File: src/rtl/serv_wake_pkg.sv
// Shared types and constants for the SERV sleep/wake controller.
// The wake-cause bit positions are only consumed when SERV_WAKE_CAUSE_EN is defined.
package serv_wake_pkg;

    localparam int CNT_W           = 4;
    localparam int CAUSE_TIMER_BIT = 0;
    localparam int CAUSE_EXT_BIT   = 1;

    typedef enum logic [1:0] {
        ST_RUN   = 2'd0,
        ST_DRAIN = 2'd1,
        ST_HALT  = 2'd2,
        ST_WAKE  = 2'd3
    } wake_state_e;

endpackage

File: src/rtl/serv_wake_ctrl.sv
// SERV WFI sleep/wake controller: gates the core clock once the bit-serial
// counter drains, and re-enables it WAKE_CYCLES+1 edges after an enabled
// interrupt is seen.
// Optional feature macro: SERV_WAKE_CAUSE_EN adds a 2-bit last-wake-cause
// output (bit0 = timer, bit1 = external).
//
// state | meaning
// RUN   | core clocked, normal execution
// DRAIN | sleep requested, waiting for the counter's final cycle
// HALT  | core clock gated, waiting for an enabled interrupt
// WAKE  | clock settling countdown before re-enabling the core clock
module serv_wake_ctrl #(
    parameter int unsigned WAKE_CYCLES = 2
) (
    input  logic       i_clk,
    input  logic       i_rst,
    input  logic       i_sleep_req,
    input  logic       i_cnt_done,
    input  logic       i_timer_irq,
    input  logic       i_external_irq,
    input  logic       i_mtie,
    input  logic       i_meie,
    output logic       o_clk_en,
    output logic       o_halted,
    output logic       o_wake
`ifdef SERV_WAKE_CAUSE_EN
    ,
    output logic [1:0] o_wake_cause
`endif
);
    import serv_wake_pkg::*;

    // Countdown start value; WAKE_CYCLES=0 bypasses WAKE entirely.
    localparam logic [CNT_W-1:0] WAKE_LOAD =
        CNT_W'((WAKE_CYCLES == 0) ? 0 : (WAKE_CYCLES - 1));

    wake_state_e      state_q;
    logic [CNT_W-1:0] cnt_q;
    logic             clk_en_q;
    logic             halted_q;
    logic             wake_pulse_q;
    logic             wake;

    // Interrupt qualification ignores mstatus.MIE: WFI wakes on any enabled pending irq.
    assign wake = (i_timer_irq & i_mtie) | (i_external_irq & i_meie);

`ifdef SERV_WAKE_CAUSE_EN
    logic [1:0] cause_q;
    logic [1:0] cause_d;

    // Value captured into the cause register when leaving HALT.
    always_comb begin
        cause_d                  = 2'b00;
        cause_d[CAUSE_TIMER_BIT] = i_timer_irq & i_mtie;
        cause_d[CAUSE_EXT_BIT]   = i_external_irq & i_meie;
    end

    assign o_wake_cause = cause_q;
`endif

    // Sleep/wake FSM with settle counter and registered outputs.
    always_ff @(posedge i_clk or posedge i_rst) begin
        if (i_rst) begin
            state_q      <= ST_RUN;
            cnt_q        <= '0;
            clk_en_q     <= 1'b1;
            halted_q     <= 1'b0;
            wake_pulse_q <= 1'b0;
`ifdef SERV_WAKE_CAUSE_EN
            cause_q      <= 2'b00;
`endif
        end else begin
            wake_pulse_q <= 1'b0;
            case (state_q)
                ST_RUN: begin
                    if (i_sleep_req) state_q <= ST_DRAIN;
                end
                ST_DRAIN: begin
                    if (!i_sleep_req) begin
                        state_q <= ST_RUN;
                    end else if (i_cnt_done) begin
                        if (wake) begin
                            // Interrupt already pending: skip gating, resume immediately.
                            state_q      <= ST_RUN;
                            wake_pulse_q <= 1'b1;
                        end else begin
                            state_q  <= ST_HALT;
                            clk_en_q <= 1'b0;
                            halted_q <= 1'b1;
                        end
                    end
                end
                ST_HALT: begin
                    if (wake) begin
`ifdef SERV_WAKE_CAUSE_EN
                        cause_q <= cause_d;
`endif
                        if (WAKE_CYCLES == 0) begin
                            state_q      <= ST_RUN;
                            clk_en_q     <= 1'b1;
                            halted_q     <= 1'b0;
                            wake_pulse_q <= 1'b1;
                        end else begin
                            state_q <= ST_WAKE;
                            cnt_q   <= WAKE_LOAD;
                        end
                    end
                end
                ST_WAKE: begin
                    // Committed once started: irq deassertion does not abort.
                    if (cnt_q == '0) begin
                        state_q      <= ST_RUN;
                        clk_en_q     <= 1'b1;
                        halted_q     <= 1'b0;
                        wake_pulse_q <= 1'b1;
                    end else begin
                        cnt_q <= cnt_q - CNT_W'(1);
                    end
                end
                default: begin
                    state_q <= ST_RUN;
                end
            endcase
        end
    end

    assign o_clk_en = clk_en_q;
    assign o_halted = halted_q;
    assign o_wake   = wake_pulse_q;

endmodule

File: config.mk
export PLATFORM = sky130hd
export DESIGN_NAME = serv_wake_ctrl
export DESIGN_NICKNAME = d
export VERILOG_FILES = /design/src/rtl/serv_wake_pkg.sv /design/src/rtl/serv_wake_ctrl.sv
export SDC_FILE = /design/constraint.sdc
export NUM_CORES = 1
export LEC_CHECK = 0
export ABC_CLOCK_PERIOD_IN_PS = 4100
export CAP_MARGIN = 0
export CORE_AREA = 2 2 39 41
export CTS_BUF_LIST = sky130_fd_sc_hd__clkbuf_8
export DETAILED_ROUTE_END_ITERATION = 7
export DIE_AREA = 0 0 41 43
export HOLD_SLACK_MARGIN = 0.02
export PLACE_DENSITY = 0.56
export SYNTH_ARGS = -nofsm -noshare
export SYNTH_HDL_FRONTEND = slang
export SYNTH_SLANG_ARGS = --single-unit
File: constraint.sdc
create_clock -name i_clk -period 4.1 [get_ports i_clk]
set_clock_uncertainty 0.05 [all_clocks]
set_input_delay 0.82 -clock i_clk [delete_from_list [all_inputs] [get_ports i_clk]]
set_output_delay 0.82 -clock i_clk [all_outputs]
set_load 0.1 [all_outputs]
# [Word-level counts from Yosys, hierarchy flattened]
# Cells that the tools add are included.
[word_totals] elab_cells=52 out_inout_bits=3 in_bits=8 register_bits=9
[classes] n_reduce_logical=7 n_bitwise=3 n_eq_ne=11 add_sub_neg=1 muxes=25
[op_table] operator="!= test 2 bit, second input constant" count=7
[op_table] operator="two-way mux 1 bit" count=12
[op_table] operator="two-way mux 2 bit" count=6
[op_table] operator="two-way mux 4 bit" count=2
[op_table] operator="one-hot mux 2 bit (4 select lines)" count=1
[op_table] operator="one-hot mux 4 bit (2 select lines)" count=1
[op_table] operator="one-hot mux 1 bit (2 select lines)" count=3
[op_table] operator="AND reduction 5 bit" count=1
[op_table] operator="== test 2 bit, second input constant" count=2
[op_table] operator="logical NOT 4 bit" count=1
[op_table] operator="AND reduction 4 bit" count=1
[op_table] operator="nonzero test 2 bit" count=2
[op_table] operator="subtractor 4 x 1 -> 4 bit, second input constant" count=1
[op_table] operator="!= test 3 bit, second input constant" count=1
[op_table] operator="AND reduction 3 bit" count=1
[op_table] operator="AND 1 bit" count=2
[op_table] operator="== test 2 x 1 -> 1 bit, second input constant" count=1
[op_table] operator="logical NOT 2 bit" count=1
[op_table] operator="bitwise OR 1 bit" count=1

# [Longest topological paths before layout]
# Gate-level depths: netlist of run 1.
[logic_depth] depth_word=6 mapped_depth=5 mapped_depth_nobuf=5

# [Worst setup path after synthesis of run 1]
# No wires, ideal clock.
[synth_timing] path_type="register -> output" from="register halted_q, in the netlist o_halted" to="output port o_halted" t_required_ns=3.230 arrival_time_ns=0.898 setup_slack_ns=2.332 n_path_buf=0 path_stages_with_launch=1 path_cell_list="dfrtp_1"
[synth_rtl] item="from (decl)" line="serv_wake_ctrl.sv:40" source="logic halted_q;"
[synth_rtl] item="from (signal assigned)" line="serv_wake_ctrl.sv:67" source="halted_q <= 1'b0;"
[synth_rtl] item="from (signal assigned)" line="serv_wake_ctrl.sv:89" source="halted_q <= 1'b1;"
[synth_rtl] item="from (signal assigned)" line="serv_wake_ctrl.sv:101" source="halted_q <= 1'b0;"
[synth_rtl] item="to (decl)" line="serv_wake_ctrl.sv:24" source="output logic o_halted,"
# No word-level cell between the ends.

# [Worst setup path after layout of run 1]
[layout_timing] from="register clk_en_q, in the netlist o_clk_en" to="output port o_clk_en"
[layout_rtl] item="from (decl)" line="serv_wake_ctrl.sv:39" source="logic clk_en_q;"
[layout_rtl] item="from (signal assigned)" line="serv_wake_ctrl.sv:66" source="clk_en_q <= 1'b1;"
[layout_rtl] item="from (signal assigned)" line="serv_wake_ctrl.sv:88" source="clk_en_q <= 1'b0;"
[layout_rtl] item="from (signal assigned)" line="serv_wake_ctrl.sv:100" source="clk_en_q <= 1'b1;"
[layout_rtl] item="to (decl)" line="serv_wake_ctrl.sv:23" source="output logic o_clk_en,"
# No word-level cell between the ends.

==> results of run 1 <==
## cell usage in the layout, fill, tap and decap left out, drive strengths merged, types with 2 or more instances in the layout
cell / netlist / final
a21o: 3 / 3
a21oi: 4 / 4
clkbuf: 0 / 3
clkdlybuf4s50: 0 / 10
dfrtp: 8 / 8
ha: 2 / 2
inv: 5 / 6
nand2: 3 / 3
nor3: 2 / 2
o21ai: 4 / 4
or4: 2 / 2
## power by group through the flow
stage | Sequential (mW) | Combinational (mW) | Clock [mW]
after detailed placement | 0.158 | 0.233 | 0
after floorplan | 0.246 | 0.0907 | 0
final | 0.158 | 0.231 | 0.101
after global placement | 0.157 | 0.231 | 0
after global routing | 0.163 | 0.251 | 0.108
after CTS | 0.157 | 0.233 | 0.106
## final timing paths
kind / startpoint / end / depth (start not counted)
min in group asynchronous: i_rst / o_wake / 2
hold reg to reg: o_clk_en / o_clk_en / 2
max in group asynchronous: i_rst / o_clk_en / 2
setup reg to reg: cnt_q[0] / register / 5
setup / recovery: o_clk_en / o_clk_en / 1
hold / removal: o_clk_en / o_clk_en / 2
## stage by stage
| stage | hold slack, ps | instance area (um2) |
|---|---|---|
| final | 408 | 598 |
| after global routing | 442 | 598 |
| after CTS | 408 | 598 |
| after detailed placement | 401 | 553 |
| after global placement | 404 | 553 |
| after floorplan | 423 | 433 |
## kinds of logic (layout without fill, tap and decap cells)
| kind of cell | after synthesis | after routing | share of synthesized area |
|---|---|---|---|
| AOI/OAI and AO/OA | 14 | 14 | 0.205 |
| adders and majority gates | 2 | 2 | 0.0578 |
| buffers and inverters | 5 | 19 | 0.0434 |
| DFF | 9 | 9 | 0.523 |
| and+or+nand+nor | 13 | 13 | 0.171 |
## layout make-up
type / count / area, um2
Multi-Input combinational cell: 29 / 188
Clock buffer: 3 / 41.3
Clock inverter: 1 / 3.75
Tap cell: 16 / 20.0
Timing Repair Buffer: 10 / 100
Inverter: 5 / 18.8
Fill cell: 139 / 786
Sequential cell: 9 / 226
## routing by layer
metal  global-route usage  up-vias  wire length, um
li1                     -      183                -
met1                0.136      167              377
met2                0.172        8              392
met3               0.0314        5               22
met4                0.140        0               49
met5                    0        -                0
## cell usage after synthesis (2+ instances only)
cell type	instances	area, um2
or4_1	2	15.0
a21oi_1	4	20.0
o21ai_0	4	20.0
ha_1	2	25.0
nor3_1	2	10.0
a21o_1	2	15.0
inv_1	5	18.8
nand2_1	3	11.3
dfrtp_1	8	200
==> results.md, run 1 <==
* Setup repair bufs after CTS at 0
* Pwr Total at 0.491 mW
* CTS buffer count at 3
* Worst setup SP type: register
* Clock Pin Slew Worst Setup and Hold Paths at 40 ps
* Sw Ratio at 0.448
* Via count at 363
* Max Cap Viol at 0
* Status: completed
* Area Growth Syn to Fin at 38.2%
* VDD IR max at 0.456 mV
* Synthesis Warnings at 0
* Cells along the critical path: clkdlybuf4s50_1
* CTS Buffer Depth at 2
* Port Buffers at 10
* Via/cell ratio at 4.97
* Place WS at 1600 ps
* Slew @ Worst Pin at 965 ps
* Starting density of the core at 0.313
* Top Ports at 11
* CTS tree: done
* Final Util at 0.432
* Initial antenna violation count at 0
* Final Worst Setup Slack at 1360 ps
* Synthesized area at 433 um2
* Gr usage total at 0.125
* Initial DRC Count at 7
* DR WL/cell at 11.5 um
* Comb power frac at 0.471
* Worst skew pair latency at 240 ps
* Final TNS setup at 0 ps
* Final Cycle Share at 0.669
* DRT antenna net count at 0
* Rel. slew slack at 0.355
* Slowest cell on the critical path: clkdlybuf4s50_1
* Total wire length at 842 um
* Flops & latches, synth at 9
* First-pass GRT wire length at 1380 um
* Hold crit path type: reg2reg
* Pwr per Cell Area at 821 nW/um2
* Post-synthesis cell count at 43
* Sw power at 0.220 mW
* Top delay family on crit path: buffers and inverters
* Sequential group share of total power at 0.322
* NumNets Final at 68
* Synth Flop Type: dfrtp_1
* Rows at 14
* Proportion of layout cells with a drive suffix above 1 at 0.0877
* Max Freq at 0.364 GHz
* Mean Syn Cell Area at 10.1 um2
* DIE AREA at 1760 um2
* Vias in the first global route at 359
* Clk pwr share at 0.207
* Cell Count, Final, Fillers Out at 73
* Hold Buf Count CTS at 0
* CP Capture Type: output port
* Req. time, crit path at 3230 ps
* PostCTS Resize Cnt at 0
* Die height at 43 um
* CP max stage delay at 1120 ps
* Critical path class: reg2out
* Slew Limit Fails at 0
* Sequential share of the synthesized area at 0.523
* Worst path bufs/invs at 1
* RSZ-0062 raised after global routing: no
* Number of synthesized flops with an enable pin at 0
* GPL Wtd Cong at 0.660
* Total grt overflow at 0
* Clock Sinks at 9
* Pleak at 0.273 nW
* Detail Placement HPWL at 656 um
* Ys async rst share at 1.00
* Reg-to-reg slack, setup at 2320 ps
* Max Fanout on Critical Path at 2
* Die X at 41 um
* DRC errors left at 0
* N_diodes at 0
* Drt first pass iters at 4
* Min Tclk post-route at 2740 ps
* Final Hold Fails at 0
* Max H-tree Level at 1
* Post-placement cell count at 69
* Yosys cell types at 20
* Final setup fails at 0
* CTS Root Cell: clkbuf_8
* Worst Path Arrival at 1870 ps
* Core area at 1380 um2
* Post-Syn Nets at 53
* Internal at 0.271 mW
* Largest net degree at the start of global routing at 10
(Power assumes the default switching activity.)
==> inputs of run 2 (changes only) <==
- ABC_CLOCK_PERIOD_IN_PS: 4100 -> 2600
- clock period: 4.1 -> 2.6 ns (I/O delays scaled with it)
==> run 2 against run 1 <==
Effect of this change:
- sequential share of layout area up 0.48 points
- power up 56%
- largest cell class unchanged
- count of clock-buffer cells in the layout unchanged
- wire length down 5.1%
- worst hold slack better by 5.4 ps
- critical path type is now reg2reg
- sequential cell count unchanged
- cell count unchanged
==> results.md, run 2 (synthesized netlist as in run 1, its figures left out) <==
* Multi-input gate area at 188 um2
* Via count at 364
* Slowest cell on the critical path: nor3b_1
* DRC errors left at 0
* Worst path bufs/invs at 1
* Initial DRC Count at 7
* Total wire length at 799 um
* PostCTS Resize Cnt at 0
* CTS buffer count at 3
* Total grt overflow at 0
* Final Hold Fails at 0
* Min Tclk post-route at 1760 ps
* Place WS at 838 ps
* Final Cycle Share at 0.679
* Placed Area at 546 um2
* NumNets Final at 68
* Max Freq at 0.567 GHz
* Proportion of layout cells with a drive suffix above 1 at 0.140
* Max Cap Viol at 0
* Drt first pass iters at 4
* DRT antenna net count at 0
* Area Growth Syn to Fin at 36.4%
* Rel. slew slack at 0.620
* RSZ-0062 raised after global routing: no
* N_diodes at 0
* Initial antenna violation count at 0
* Die X at 41 um
* Max Fanout on Critical Path at 5
* Worst skew pair latency at 230 ps
* Top delay family on crit path: simple AND/OR/NAND/NOR gates
* VDD IR max at 0.448 mV
* Pwr per Cell Area at 1300 nW/um2
* Cell Count, Final, Fillers Out at 73
* Final setup fails at 0
* Pwr Total at 0.766 mW
* Max H-tree Level at 1
* Port Buffers at 10
* Status: completed
* Final Instance Area at 591 um2
* Worst setup SP type: register
* CP Capture Type: register
* Via/cell ratio at 4.99
* Final TNS setup at 0 ps
* Most common cell after layout, fill and taps aside: dfrtp_1
* Detail Placement HPWL at 612 um
* Vias in the first global route at 346
* Post-placement cell count at 69
* CTS Buffer Depth at 2
* Die height at 43 um
* Top Ports at 11
* GPL Wtd Cong at 0.671
* Clock Pin Slew Worst Setup and Hold Paths at 50 ps
* Setup repair bufs after CTS at 0
* Final Worst Setup Slack at 835 ps
* Slew @ Worst Pin at 569 ps
* Starting density of the core at 0.313
* Slew Limit Fails at 0
* CP max stage delay at 490 ps
* Cells along the critical path: inv_1, ha_1, nor3b_1, nand3_1, a21o_1
* Fin Hold WS at 413 ps
* Critical path class: reg2reg
* CTS Root Cell: clkbuf_8
* Core area at 1380 um2
* Register area at 226 um2
* Gr usage total at 0.121
* Hold crit path type: reg2reg
* Most frequent cells in the layout: dfrtp_1, clkdlybuf4s50_1, inv_1
* Worst Path Arrival at 1840 ps
* Rows at 14
* Req. time, crit path at 2670 ps
* DIE AREA at 1760 um2
* Largest net degree at the start of global routing at 10
* Pleak at 0.277 nW
* DR WL/cell at 10.9 um
* CTS tree: done
* Final Util at 0.427
* Clock Sinks at 9
* Hold Buf Count CTS at 0
* First-pass GRT wire length at 1360 um
* # fillers at 140
-- run 2: cell types whose count changed in the layout (fill, tap and decap cells not counted) --
cell / before / now
buf_4: 0 / 3
clkdlybuf4s50_1: 10 / 7
-- run 2: path summary, 6_finish.rpt --
check,slack (ps),to,cells after the start,startpoint
setup reg to reg,840,register,5,cnt_q[0]
setup / recovery,840,register,5,cnt_q[0]
hold reg to reg,410,o_clk_en,2,o_clk_en
min in group asynchronous,500,cnt_q[3],2,i_rst
max in group asynchronous,1690,o_clk_en,2,i_rst
hold / removal,410,o_clk_en,2,o_clk_en
-- run 2: area by class of cell --
cell class                 count  area share
clock buffer                   3      0.0699
tap                           16      0.0339
multi-input combinational     29       0.318
inverter                       5      0.0318
timing repair buffer          10       0.157
clock inverter                 1     0.00636
sequential                     9       0.383
-- run 2: layer usage --
layer / GRT usage / up-vias / routed length [um]
li1: - / 183 / -
met1: 0.140 / 169 / 391
met2: 0.166 / 10 / 360
met3: 0.0314 / 2 / 26
met4: 0.120 / 0 / 21
met5: 0 / - / 0
-- run 2: worst reg2reg max path, delay by kind of cell (launching register included) --
| kind | cells | cell delay, ps |
|---|---|---|
| simple gates | 2 | 720 |
| fa+ha+maj | 1 | 170 |
| buf+inv | 1 | 120 |
| compound gates | 1 | 220 |
| flops | 1 | 370 |
-- run 2: power by group --
| part | switching [mW] | leakage, nW | internal, mW | total [mW] |
|---|---|---|---|---|
| sequential | 0.0411 | 0.111 | 0.206 | 0.247 |
| clock | 0.0577 | 0.0269 | 0.103 | 0.161 |
| combinational | 0.246 | 0.140 | 0.111 | 0.358 |
| total | 0.345 | 0.277 | 0.420 | 0.766 |
==> inputs of run 3 (changes only) <==
- ABC_CLOCK_PERIOD_IN_PS: 2600 -> 1790
- clock period: 2.6 -> 1.79 ns (I/O delays scaled with it)
==> run 3 against run 2 <==
Effect of this change:
- global-route usage grew 0.15 points
- utilization rose by 3.3 points
- non-clock buffer count rose by 1
- highest routed layer unchanged
- die area unchanged
- final area rose by 7.6%
- fmax rose by 9.1%
- sequential cell count unchanged
- wire length increased by 3.1%
- register-to-register slack lost 660 ps
- via count increased by 0.27%
- first-iteration DRC count is 43% higher
- sequential power is 54% higher
==> results.md, run 3 (synthesized netlist as in run 1, its figures left out) <==
* Core area at 1380 um2
* Comb power frac at 0.502
* Worst skew pair latency at 230 ps
* RSZ-0062 raised after global routing: no
* Slew Limit Fails at 0
* Setup repair bufs after CTS at 0
* Min Tclk post-route at 1620 ps
* GPL Wtd Cong at 0.644
* Slowest cell on the critical path: nor3b_1
* Final TNS setup at 0 ps
* Clock Pin Slew Worst Setup and Hold Paths at 40 ps
* Internal at 0.695 mW
* Fin Hold WS at 352 ps
* Total grt overflow at 0
* First-pass GRT wire length at 1400 um
* NumNets Final at 69
* Pwr per Cell Area at 1910 nW/um2
* Proportion of layout cells with a drive suffix above 1 at 0.155
* Final Hold Fails at 0
* Initial DRC Count at 10
* Sw power at 0.518 mW
* Max H-tree Level at 1
* Cells along the critical path: inv_1, ha_1, nor3b_1, nand3_1, a21o_1
* N_diodes at 0
* Via count at 365
* Worst setup SP type: register
* Largest net degree at the start of global routing at 10
* Sequential group share of total power at 0.313
* Drt first pass iters at 4
* Port Buffers at 10
* CP max stage delay at 380 ps
* DIE AREA at 1760 um2
* Slew @ Worst Pin at 427 ps
* Setup crit start: cnt_q[0]
* Initial antenna violation count at 0
* Worst r2r src: cnt_q[0]
* VDD IR max at 0.827 mV
* # fillers at 140
* Top Ports at 11
* Gr usage total at 0.122
* Status: completed
* Rows at 14
* Final Cycle Share at 0.904
* CTS buffer count at 3
* Max Freq at 0.618 GHz
* DRC errors left at 0
* Max Cap Viol at 0
* DR WL/cell at 11.1 um
* CTS tree: done
* Worst Path Arrival at 1680 ps
* Max Fanout on Critical Path at 4
* Cell Count, Final, Fillers Out at 74
* CP Capture Type: register
* Most common cell after layout, fill and taps aside: dfrtp_1
* Critical path class: reg2reg
* CTS Buffer Depth at 2
* Detail Placement HPWL at 640 um
* Sw Ratio at 0.427
* Hold Buf Count CTS at 0
* Most frequent cells in the layout: dfrtp_1, clkdlybuf4s50_1, inv_1
* PostCTS Resize Cnt at 0
* Req. time, crit path at 1860 ps
* Starting density of the core at 0.313
* Clk pwr share at 0.185
* Die height at 43 um
* Rel. slew slack at 0.715
* Pleak at 0.294 nW
* Via/cell ratio at 4.93
* Clock Sinks at 9
* Pwr Total at 1.21 mW
* DRT antenna net count at 0
* Die X at 41 um
* CTS Root Cell: clkbuf_8
* Post-placement cell count at 70
* Vias in the first global route at 333
* Hold crit path type: in2async
* Final setup fails at 0
* Total wire length at 824 um
* Area Growth Syn to Fin at 46.8%
==> run 3: worst max-delay path, delay by kind of cell (launching register included) <==
family                   cells  cell delay, ps
adder cells (fa/ha/maj)      1             170
AND/OR/NAND/NOR              2             590
buffers and inverters        1             110
AO/OA/AOI/OAI                1             220
flip-flops                   1             360
==> run 3: cell type report <==
cell class | instances | area [um2] | share of cell area
Sequential cell | 9 | 226 | 0.356
Timing Repair Buffer | 11 | 138 | 0.217
Clock buffer | 3 | 41.3 | 0.0650
Inverter | 5 | 18.8 | 0.0295
Multi-Input combinational cell | 29 | 188 | 0.295
Clock inverter | 1 | 3.75 | 0.00591
Tap cell | 16 | 20.0 | 0.0315
==> run 3: power groups by stage <==
stage	registers (mW)	clock network, mW	logic [mW]
4_1_cts	0.378	0.235	0.612
5_1_grt	0.398	0.251	0.651
3_3_place_gp	0.382	0	0.604
6_report	0.380	0.225	0.609
3_5_place_dp	0.381	0	0.611
2_1_floorplan	0.564	0	0.208
==> run 3: path summary, 6_finish.rpt <==
path	end	slack, ps	depth (start not counted)
setup / recovery	register	170	5
hold / removal	cnt_q[2]	350	2
setup reg to reg	register	170	5
hold reg to reg	o_clk_en	430	2
max in group asynchronous	o_clk_en	1030	2
min in group i_clk	o_clk_en	430	2
==> run 3: per-stage QoR <==
step,setup slack (ps),cell area (um2),util
floorplan,289,433,-
detailed placement,178,591,0.427
global placement,161,591,0.427
finish,172,636,0.459
global route,35.1,636,0.459
CTS,193,636,0.459
==> run 3: metal layers <==
metal,GRT usage,part of all wire
met5,0,0
met3,0.0157,0.019
met4,0.120,0.025
met1,0.185,0.50
met2,0.138,0.46
